--- src/rtl/boton_antirrebote.sv ---
// Push-button conditioner: 2-FF synchroniser, debounce FSM and short/long press
// classification, producing a debounced level and single-cycle press events.
module boton_antirrebote #(
    parameter int DEBOUNCE_CICLOS = 4,
    parameter int LARGO_CICLOS    = 20,
    parameter bit ACTIVO_BAJO     = 1'b1
) (
    input  logic clk,
    input  logic reset,
    input  logic boton_in,
    output logic presionado,
    output logic pulso_corto,
    output logic pulso_largo
);

    localparam int DW = $clog2(DEBOUNCE_CICLOS + 1);
    localparam int HW = $clog2(LARGO_CICLOS + 1);
    localparam logic [DW-1:0] DEB_LAST   = DW'(DEBOUNCE_CICLOS - 1);
    localparam logic [HW-1:0] HOLD_LAST  = HW'(LARGO_CICLOS - 1);
    localparam logic [HW-1:0] HOLD_SAT   = HW'(LARGO_CICLOS);

    typedef enum logic [2:0] {
        REPOSO, DEB_PRES, PRESIONADO, LARGO, DEB_SOLT
    } estado_t;

    estado_t       state_q, state_d;
    logic          sync1_q, sync2_q;
    logic [DW-1:0] cnt_deb_q, cnt_deb_d;
    logic [HW-1:0] cnt_hold_q, cnt_hold_d;
    logic          corto_q, corto_d;
    logic          pres_q, pres_d;
    logic          corto_pulse_q, corto_pulse_d;
    logic          largo_pulse_q, largo_pulse_d;
    logic          b_s;

    // Normalise polarity so that 1 always means "pressed" inside the block.
    always_ff @(posedge clk or posedge reset) begin
        if (reset) begin
            sync1_q <= 1'b0;
            sync2_q <= 1'b0;
        end else begin
            sync1_q <= boton_in ^ ACTIVO_BAJO;
            sync2_q <= sync1_q;
        end
    end

    assign b_s = sync2_q;

    always_ff @(posedge clk or posedge reset) begin
        if (reset) begin
            state_q       <= REPOSO;
            cnt_deb_q     <= '0;
            cnt_hold_q    <= '0;
            corto_q       <= 1'b0;
            pres_q        <= 1'b0;
            corto_pulse_q <= 1'b0;
            largo_pulse_q <= 1'b0;
        end else begin
            state_q       <= state_d;
            cnt_deb_q     <= cnt_deb_d;
            cnt_hold_q    <= cnt_hold_d;
            corto_q       <= corto_d;
            pres_q        <= pres_d;
            corto_pulse_q <= corto_pulse_d;
            largo_pulse_q <= largo_pulse_d;
        end
    end

    always_comb begin
        state_d       = state_q;
        cnt_deb_d     = cnt_deb_q;
        cnt_hold_d    = cnt_hold_q;
        corto_d       = corto_q;
        pres_d        = pres_q;
        corto_pulse_d = 1'b0;
        largo_pulse_d = 1'b0;
        unique case (state_q)
            REPOSO: begin
                if (b_s) begin
                    state_d   = DEB_PRES;
                    cnt_deb_d = DW'(1);
                end
            end
            DEB_PRES: begin
                if (!b_s) begin
                    state_d = REPOSO;
                end else if (cnt_deb_q == DEB_LAST) begin
                    state_d    = PRESIONADO;
                    pres_d     = 1'b1;
                    cnt_hold_d = '0;
                end else begin
                    cnt_deb_d = cnt_deb_q + DW'(1);
                end
            end
            PRESIONADO: begin
                if (!b_s) begin
                    state_d   = DEB_SOLT;
                    cnt_deb_d = DW'(1);
                    corto_d   = 1'b1;
                end else if (cnt_hold_q == HOLD_LAST) begin
                    state_d       = LARGO;
                    cnt_hold_d    = HOLD_SAT;
                    largo_pulse_d = 1'b1;
                end else begin
                    cnt_hold_d = cnt_hold_q + HW'(1);
                end
            end
            LARGO: begin
                if (!b_s) begin
                    state_d   = DEB_SOLT;
                    cnt_deb_d = DW'(1);
                    corto_d   = 1'b0;
                end
            end
            DEB_SOLT: begin
                // A release glitch resumes the press with the hold count untouched.
                if (b_s) begin
                    state_d = corto_q ? PRESIONADO : LARGO;
                end else if (cnt_deb_q == DEB_LAST) begin
                    state_d       = REPOSO;
                    pres_d        = 1'b0;
                    corto_pulse_d = corto_q;
                    corto_d       = 1'b0;
                end else begin
                    cnt_deb_d = cnt_deb_q + DW'(1);
                end
            end
            default: state_d = REPOSO;
        endcase
    end

    assign presionado  = pres_q;
    assign pulso_corto = corto_pulse_q;
    assign pulso_largo = largo_pulse_q;

endmodule

--- config.mk ---
export PLATFORM = sky130hd
export DESIGN_NAME = boton_antirrebote
export DESIGN_NICKNAME = d
export VERILOG_FILES = /design/src/rtl/boton_antirrebote.sv
export SDC_FILE = /design/constraint.sdc
export NUM_CORES = 1
export LEC_CHECK = 0
export ABC_AREA = 1
export BUFFER_PORTS_ARGS = -buffer_cell sky130_fd_sc_hd__buf_2
export CORE_MARGIN = 5
export CORE_UTILIZATION = 57
export DETAILED_ROUTE_END_ITERATION = 7
export PLACE_DENSITY = 0.87
export SLEW_MARGIN = 5
export SYNTH_ARGS = -nofsm -noshare
export SYNTH_HDL_FRONTEND = slang
export SYNTH_SLANG_ARGS = --single-unit
export TNS_END_PERCENT = 30
--- constraint.sdc ---
create_clock -name clk -period 1.6 [get_ports clk]
set_input_delay 0.32 -clock clk [delete_from_list [all_inputs] [get_ports clk]]
set_output_delay 0.32 -clock clk [all_outputs]
set_load 0.005 [all_outputs]
## Yosys cells after proc, flatten, opt, wreduce, memory -nomap -nowiden

Index checks and enable logic that the tools add are counted.
Widths: inputs -> output; s select.

- Register bits after elaboration: 17
- Output and inout port bits: 3

- Add/subtract/negate cells: 2
- Equal/unequal tests: 18
- Muxes and demuxes: 34
- Bitwise gates (word level): 1
- Reductions and logical operators: 11

Operators with widths:

| operator | number |
|---|---|
| $mux 3 | 12 |
| $mux 5 | 4 |
| $reduce_and 5->1 | 4 |
| $ne 2x2->1 const B | 9 |
| $pmux 3 s5 | 1 |
| $mux 1 | 13 |
| $pmux 3 s4 | 1 |
| $pmux 5 s2 | 1 |
| $eq 3x2->1 const B | 3 |
| $ne 3x3->1 const B | 3 |
| $add 5x1->5 const B | 1 |
| $eq 5x5->1 const B | 1 |
| $reduce_and 4->1 | 1 |
| $reduce_bool 2->1 | 2 |
| $reduce_bool 4->1 | 1 |
| $add 3x1->3 const B | 1 |
| $eq 3x1->1 const B | 1 |
| $eq 3x3->1 const B | 1 |
| $logic_not 3->1 | 1 |
| $pmux 1 s3 | 1 |
| $reduce_bool 3->1 | 1 |
| $pmux 1 s2 | 1 |
| $reduce_or 2->1 | 1 |
| $not 1->1 | 1 |

## Depth between registers and ports, before layout

Gate-level depths: netlist of the first run.

- Word-level depth: 4
- Gate-level depth with buffers: 10

## Least setup slack after synthesis of the first run

Ideal clock, no wire load.

- Kind: register to register
- Start: register cnt_deb_q[0]
- End: register state_q[1]
- Library setup time: 117 ps
- Arrival: 1246 ps
- Setup slack: 237 ps
- Cell stages (with the launch flop): 9
- Buffers on the path: 0
- Cell sequence: dfrtp_1 -> ha_1 -> ha_1 -> inv_1 -> nand2_1 -> nor2_1 -> nor2_1 -> nand3_1 -> nand2_1

- Word-level cells in the longest chain between the ends: 3
- Elaborated cells between the ends (all ways): 4
- Classes of those cells: eq/ne (3); reduce/logical (1)

Ends and longest elaborated chain:

| item | line | source |
|---|---|---|
| start: declaration | 28 | `logic [DW-1:0] cnt_deb_q, cnt_deb_d;` |
| start signal: assignment | 60 | `cnt_deb_q <= cnt_deb_d;` |
| $eq 3x2->1 (*) | 87, 119 |  |
| $ne 3x3->1 (no source line) | n/a |  |
| $reduce_and 5->1 (no source line) (*) | n/a |  |
| end signal: assignment | 59 | `state_q <= state_d;` |
| end: declaration | 26 | `estado_t state_q, state_d;` |

Mark *: on every way between the ends. The rest lies on a longest branch, timed or not.
A chain may end at the register's enable or synchronous reset.

## Worst setup path after layout of the first run

- Start: register cnt_deb_q[0]
- End: register cnt_deb_q[1]

- Word-level cells in the longest chain between the ends: 4
- Elaborated cells between the ends (all ways): 6
- Classes of those cells: add/sub (1); eq/ne (1); mux (4)

Ends and longest elaborated chain:

| item | line | source |
|---|---|---|
| $add 3x1->3 / $eq 3x2->1 (equally long branches) | n/a |  |
| $mux 3 (*) | 87, 119 |  |
| $mux 3, on equally long branches | 117, 85 |  |
| $pmux 3 s4 (*) | 77 | `unique case (state_q)` |

Mark *: on every way between the ends. The rest lies on a longest branch, timed or not. The select of a mux whose other input is x is not followed.

==> results of run 1 <==
==> critical path, stage by stage (launching register included) <==
cell,delay (ns)
sky130_fd_sc_hd__dfrtp_1,0.41
sky130_fd_sc_hd__ha_1,0.22
sky130_fd_sc_hd__ha_1,0.23
sky130_fd_sc_hd__a21boi_1,0.32
sky130_fd_sc_hd__nand2_2,0.11
sky130_fd_sc_hd__nand2_1,0.07
sky130_fd_sc_hd__nand2_1,0.05
==> how the worst max path moves through the flow <==
stage	slack (ns)	to	startpoint
global route	0.006	cnt_deb_q[0]$_DFFE_PP0P_	cnt_deb_q[0]$_DFFE_PP0P_
floorplan	0.24	state_q[1]$_DFFE_PP0P_	cnt_deb_q[0]$_DFFE_PP0P_
finish	0.08	cnt_deb_q[1]$_DFFE_PP0P_	cnt_deb_q[0]$_DFFE_PP0P_
detailed placement	0.10	state_q[0]$_DFFE_PP0P_	cnt_deb_q[0]$_DFFE_PP0P_
CTS	0.08	state_q[0]$_DFFE_PP0P_	cnt_deb_q[0]$_DFFE_PP0P_
global placement	0.15	state_q[2]$_DFFE_PP0P_	cnt_deb_q[0]$_DFFE_PP0P_
==> power by group through the flow <==
stage | clock network, mW | logic, mW | registers [mW]
global placement | 0 | 0.687 | 0.689
global route | 0.251 | 0.849 | 0.711
detailed placement | 0 | 0.713 | 0.696
floorplan | 0 | 0.571 | 0.665
CTS | 0.234 | 0.717 | 0.687
finish | 0.224 | 0.736 | 0.694
==> cell type report <==
class | count | area share
Multi-Input combinational cell | 96 | 0.4582
Inverter | 14 | 0.05333
Tap cell | 16 | 0.01939
Clock buffer | 4 | 0.02545
Timing Repair Buffer | 6 | 0.03152
Sequential cell | 17 | 0.4121
==> state kept, by name, summed over array words and instances (netlist names) <==
name and flops:
cnt_hold_q 5, cnt_deb_q 3, state_q 3, b_s 1, corto_q 1, presionado 1
pulso_corto 1, pulso_largo 1, sync1_q 1
==> stage by stage <==
stage,std cells,util,setup slack (ns),power (mW)
after detailed placement,149,0.6477,0.1007,1.409
final,153,0.6696,0.08115,1.654
after global routing,153,0.6696,0.006281,1.810
after CTS,153,0.6648,0.07658,1.638
after global placement,149,0.6477,0.1525,1.376
after floorplan,128,-,0.2366,1.236
==> per-layer routing <==
metal	track usage	part of all wire
met2	0.2727	0.45
met5	0	0
met4	0.09362	0.045
met3	0.03779	0.064
met1	0.2114	0.44
==> cell families after synthesis <==
kind of cell | Yosys count | share of synthesized area
xor gates and xnor gates | 2 | 0.01842
DFF | 17 | 0.4474
buffers and inverters | 15 | 0.06052
adders and majority gates | 3 | 0.03948
AOI/OAI and AO/OA | 11 | 0.06447
and+or+nand+nor | 80 | 0.3697
==> cells in the final DEF (no fill, tap or decap), types with 3 or more instances in the layout <==
| cell type | count |
|---|---|
| sky130_fd_sc_hd__nand2_1 | 44 |
| sky130_fd_sc_hd__o21ai_0 | 4 |
| sky130_fd_sc_hd__nand2_2 | 4 |
| sky130_fd_sc_hd__nor2_1 | 6 |
| sky130_fd_sc_hd__a21oi_1 | 3 |
| sky130_fd_sc_hd__nor2_2 | 6 |
| sky130_fd_sc_hd__dfrtp_1 | 17 |
| sky130_fd_sc_hd__inv_1 | 12 |
| sky130_fd_sc_hd__ha_1 | 3 |
| sky130_fd_sc_hd__nand4_1 | 4 |
| sky130_fd_sc_hd__clkbuf_4 | 3 |
| sky130_fd_sc_hd__buf_2 | 5 |
| sky130_fd_sc_hd__nand3_1 | 15 |
==> results.rst, run 1 <==
.. list-table::
   :header-rows: 1

   * - Metric
     - Value
   * - Avg WL per Cell
     - 12.94 µm
   * - Number of optimization iterations in the first detailed-route pass
     - 4
   * - Largest net degree at the start of global routing
     - 18
   * - Count of mapped cells out of synthesis
     - 128
   * - Cell type contributing the most total cell area after synthesis
     - sky130_fd_sc_hd__dfrtp_1
   * - Root buffer cell
     - sky130_fd_sc_hd__clkbuf_4
   * - Share of layout cells above drive strength 1
     - 0.1533
   * - Reg-to-Reg End
     - cnt_deb_q[1]$_DFFE_PP0P_
   * - Multi-input combinational cell area
     - between 400 and 500 µm²
   * - Gpl congestion
     - 0.9269
   * - MaxCap Viol Count
     - 0
   * - Slew headroom
     - 0.5773
   * - First-pass GRT wire length
     - between 3 and 4 mm
   * - Final antenna diode count
     - 0
   * - Maximum clock path buffer count
     - 2
   * - Latest clock arrival within the worst-skew pair
     - around 0.29 ns
   * - Initial Util
     - 0.6169
   * - Total die area
     - 2585 µm²
   * - Filler instances
     - ~130
   * - Transition at the pin with the smallest max-transition slack
     - 0.6333 ns
   * - Total congestion overflow
     - 0
   * - Commonest cells in the synthesized netlist
     - sky130_fd_sc_hd__nand2_1 (44), sky130_fd_sc_hd__dfrtp_1 (17), sky130_fd_sc_hd__nand3_1 (15)
   * - Horizontal die dimension
     - 50.85 µm
   * - Post-synthesis sequential element count
     - 17
   * - IR drop worst, VDD
     - around 0.00087 V
   * - Async set-or-reset flop fraction in the synthesized netlist
     - 1.000
   * - CTS buffer count
     - 3
   * - Final net count
     - 144
   * - Maximum net fanout on the critical path
     - 4
   * - Worst hold slack
     - about 0.096 ns
   * - Count leader, synth
     - sky130_fd_sc_hd__nand2_1
   * - Ratio of total power to cell area
     - 1603 nW/µm²
   * - Number of DRC violations after detailed-routing iteration 0
     - 37
   * - Highest clock rate
     - between 0.6 and 0.7 GHz
   * - WL final
     - 1.980 mm
   * - Sequential share of power
     - 0.419
   * - Count of port buffers added during placement
     - 5
   * - H-tree depth
     - 1
   * - Syn_nets
     - between 100 and 150
   * - CTS tree
     - built
   * - Resized cells post-CTS
     - 0
   * - Signed area change from the synthesized netlist to the final layout
     - 8.553%
   * - Max Clock Skew
     - 0.004257 ns
   * - Critical path data arrival time
     - around 1.7 ns
   * - R2R Setup Slk
     - 0.08 ns
   * - Final slew viol count
     - 0
   * - Footprint of the flip-flops and latches
     - 425.4 µm²
   * - Synth Flop Type
     - sky130_fd_sc_hd__dfrtp_1
   * - Clock sink count
     - 17
   * - Netlist area before placement
     - 950.9 µm²
   * - Hold_buf cts
     - 0
   * - Leakage power of the design
     - 0.5561 nW
   * - RSZ-0062 raised after global routing
     - no
   * - Sw frac
     - 0.4459
   * - Core area
     - 1541 µm²
   * - Internal power consumption
     - roughly 920 µW
   * - Setup fix buffers added after clock tree synthesis
     - 0
   * - Die height
     - 50.85 µm
   * - Total routing usage reported by global routing
     - 0.1704
   * - Count of flip-flops with a built-in enable after synthesis
     - 0
   * - Yosys cell types
     - 20
   * - Placement row count
     - 14
   * - Number of hold-slack violations in the final timing report
     - 0
   * - Via count of the first global-routing pass
     - just under 900
   * - Beginning of the worst register-to-register path
     - cnt_deb_q[0]$_DFFE_PP0P_
   * - Top cells by area in the synthesized netlist
     - sky130_fd_sc_hd__dfrtp_1 (45%), sky130_fd_sc_hd__nand2_1 (17%), sky130_fd_sc_hd__nand3_1 (7.9%)
   * - Req. time, crit path
     - 1.78 ns
   * - Final worst path period share
     - 0.9493
   * - Num ports
     - 6
   * - Result of the run
     - finished clean
   * - Sequential cell area fraction in the yosys report
     - 0.4474
   * - Post-DP Area
     - 998.5 µm²
   * - Post-route DRC
     - 0
   * - Area fraction of the dominant cell type after synthesis
     - 0.4474
   * - Clock input transition at the sequential cells of the worst setup and hold paths
     - 0.09 ns
   * - Syn Area/Cell
     - 7.429 µm²
   * - Fraction of power consumed by combinational cells
     - 0.445
   * - Endpoint class of the critical path
     - register
   * - Antenna violations before repair
     - 0
   * - Clock share of power
     - 0.136
   * - Count of final setup violators
     - 0
   * - Switching power
     - 737.8 µW
   * - Via/cell ratio
     - 5.837
   * - Final design instance area without fill
     - 1032 µm²
   * - Vias after detailed routing
     - roughly 900
   * - Crit path launch type
     - register
   * - Placed wire-length estimate after detailed placement
     - 1.461 mm
   * - Class of the most critical setup path
     - register to register
   * - Number of antenna-violating nets in the routed design
     - 0
   * - Number of warnings reported in the yosys synthesis log
     - 0
   * - Tightest Hold Check Type
     - input port to async pin
   * - Reg2reg path depth
     - 6
   * - Final worst path period need
     - 1.519 ns
   * - Sum Neg Setup Slack
     - 0 ns
(Power assumes the default switching activity.)
==> run 2: changes to the inputs <==
Settings changed: CORE_UTILIZATION 57 to 40, PLACE_DENSITY 0.87 to 0.67.
==> results.rst, run 2 (same netlist as run 1, synthesis figures left out) <==
.. list-table::
   :header-rows: 1

   * - Metric
     - Value
   * - MaxCap Viol Count
     - 0
   * - Transition at the pin with the smallest max-transition slack
     - ~0.64 ns
   * - Latest clock arrival within the worst-skew pair
     - 0.30 ns
   * - RSZ-0062 raised after global routing
     - no
   * - Final worst path period need
     - 1.496 ns
   * - Reg2reg path depth
     - 6
   * - Maximum clock path buffer count
     - 2
   * - Final worst path period share
     - 0.9350
   * - Class of the most critical setup path
     - register to register
   * - Worst hold slack
     - ~0.084 ns
   * - Final cell utilization of the core
     - 0.4683
   * - Result of the run
     - finished clean
   * - Number of hold-slack violations in the final timing report
     - 0
   * - Ratio of total power to cell area
     - 1571 nW/µm²
   * - Total power after layout
     - 1.644 mW
   * - Final net count
     - roughly 140
   * - Largest registers
     - cnt_hold_q x5, cnt_deb_q x3, state_q x3
   * - CTS tree
     - built
   * - CTS buffer count
     - 3
   * - Total congestion overflow
     - 0
   * - Initial Util
     - 0.4258
   * - Req. time, crit path
     - around 1.8 ns
   * - H-tree depth
     - 1
   * - Total routing usage reported by global routing
     - 0.1256
   * - Maximum net fanout on the critical path
     - 4
   * - Total die area
     - 3452 µm²
   * - Avg WL per Cell
     - 11.61 µm
   * - WL final
     - 1.916 mm
   * - Filler instances
     - 222
   * - Number of optimization iterations in the first detailed-route pass
     - 4
   * - Number of DRC violations after detailed-routing iteration 0
     - 26
   * - Root buffer cell
     - sky130_fd_sc_hd__clkbuf_4
   * - Slew headroom
     - 0.5741
   * - Most frequent standard cell in the layout excluding fill and tap cells
     - sky130_fd_sc_hd__nand2_1
   * - Via count of the first global-routing pass
     - 810
   * - Signed area change from the synthesized netlist to the final layout
     - 10.00%
   * - Highest clock rate
     - 0.6685 GHz
   * - Post-route DRC
     - 0
   * - Sum Neg Setup Slack
     - 0 ns
   * - Largest net degree at the start of global routing
     - 18
   * - Vias after detailed routing
     - 855
   * - Critical path data arrival time
     - 1.68 ns
   * - Largest Register
     - cnt_hold_q
   * - Commonest cells after routing, fill and taps aside
     - sky130_fd_sc_hd__nand2_1 (44), sky130_fd_sc_hd__dfrtp_1 (16), sky130_fd_sc_hd__nand3_1 (15)
   * - Number of antenna-violating nets in the routed design
     - 0
   * - Leakage power of the design
     - 0.5537 nW
   * - Tightest Hold Check Type
     - input port to async pin
   * - Die height
     - 58.76 µm
   * - Antenna violations before repair
     - 0
   * - Clock sink count
     - 17
   * - R2R Setup Slk
     - 0.10 ns
   * - Final slew viol count
     - 0
   * - IR drop worst, VDD
     - 0.0008754 V
   * - First-pass GRT wire length
     - approximately 3.4 mm
   * - Placed wire-length estimate after detailed placement
     - between 1 and 1.5 mm
   * - Final design instance area without fill
     - roughly 1000 µm²
   * - Placement row count
     - 17
   * - Core area
     - approximately 2200 µm²
   * - Gpl congestion
     - 0.9352
   * - Share of layout cells above drive strength 1
     - 0.1679
   * - Count of port buffers added during placement
     - 5
   * - Horizontal die dimension
     - roughly 60 µm
   * - Clock input transition at the sequential cells of the worst setup and hold paths
     - 0.10 ns
   * - Endpoint class of the critical path
     - register
   * - Num ports
     - 6
   * - Final antenna diode count
     - 0
   * - Via/cell ratio
     - roughly 5.2
   * - Max Clock Skew
     - roughly 0.013 ns
   * - Crit path launch type
     - register
   * - Count of final setup violators
     - 0
   * - Largest register FFs
     - 5
   * - Post-DP Area
     - around 1000 µm²
==> run 2: cell counts in the layout (fill, tap and decap cells not counted) <==
Identical to the previous run, type by type.
==> run 2: per-layer routing <==
metal	up-vias	part of all wire	global-route usage
met5	-	0	0
met4	0	0.020	0.05502
met3	7	0.050	0.02632
met2	31	0.51	0.2240
met1	388	0.42	0.1429
li1	429	-	-
==> run 2: path summary, 6_finish.rpt <==
path                                     startpoint                  endpoint
max                        cnt_deb_q[0]$_DFFE_PP0P_  cnt_deb_q[2]$_DFFE_PP0P_
min                                           reset       corto_q$_DFFE_PP0P_
max reg2reg                cnt_deb_q[0]$_DFFE_PP0P_  cnt_deb_q[2]$_DFFE_PP0P_
min reg2reg                       sync1_q$_DFF_PP0_             b_s$_DFF_PP0_
max in group asynchronous                     reset    state_q[2]$_DFFE_PP0P_
min in group clk                           boton_in         sync1_q$_DFF_PP0_
==> run 2: power breakdown <==
group / switching (mW) / internal, mW
Clock: 0.134 / 0.0971
Combinational: 0.458 / 0.262
Sequential: 0.134 / 0.558
==> run 2: what timing repair did <==
item,4_1_cts,5_1_grt
resized for setup,0,4
buffers inserted,0,0
setup endpoints to repair,0,6
hold buffers,0,0
==> run 2: layout make-up <==
type,instances,area [µm²],share of cell area
multi-input cells,96,473.0,0.4522
flip-flops and latches,17,426.7,0.4079
inverters,14,52.55,0.05024
well taps,28,35.03,0.03349
repair buffers,6,32.53,0.03110
clock buffers,4,26.28,0.02512
==> run 2: worst max-delay path, cell delays in order, from the launching register on <==
cell and delay (ns):
sky130_fd_sc_hd__dfrtp_1 0.42, sky130_fd_sc_hd__ha_1 0.21, sky130_fd_sc_hd__ha_1 0.23, sky130_fd_sc_hd__a21boi_1 0.31
sky130_fd_sc_hd__nand2_2 0.11, sky130_fd_sc_hd__nand2_1 0.07, sky130_fd_sc_hd__nand2_1 0.04
==> run 2: through the flow <==
stage / std cells / worst slack (ns)
after floorplan: 128 / 0.2366
after global placement: 161 / 0.1336
after detailed placement: 161 / 0.07557
after CTS: 165 / 0.05678
after global routing: 165 / 0.003201
final: 165 / 0.1040
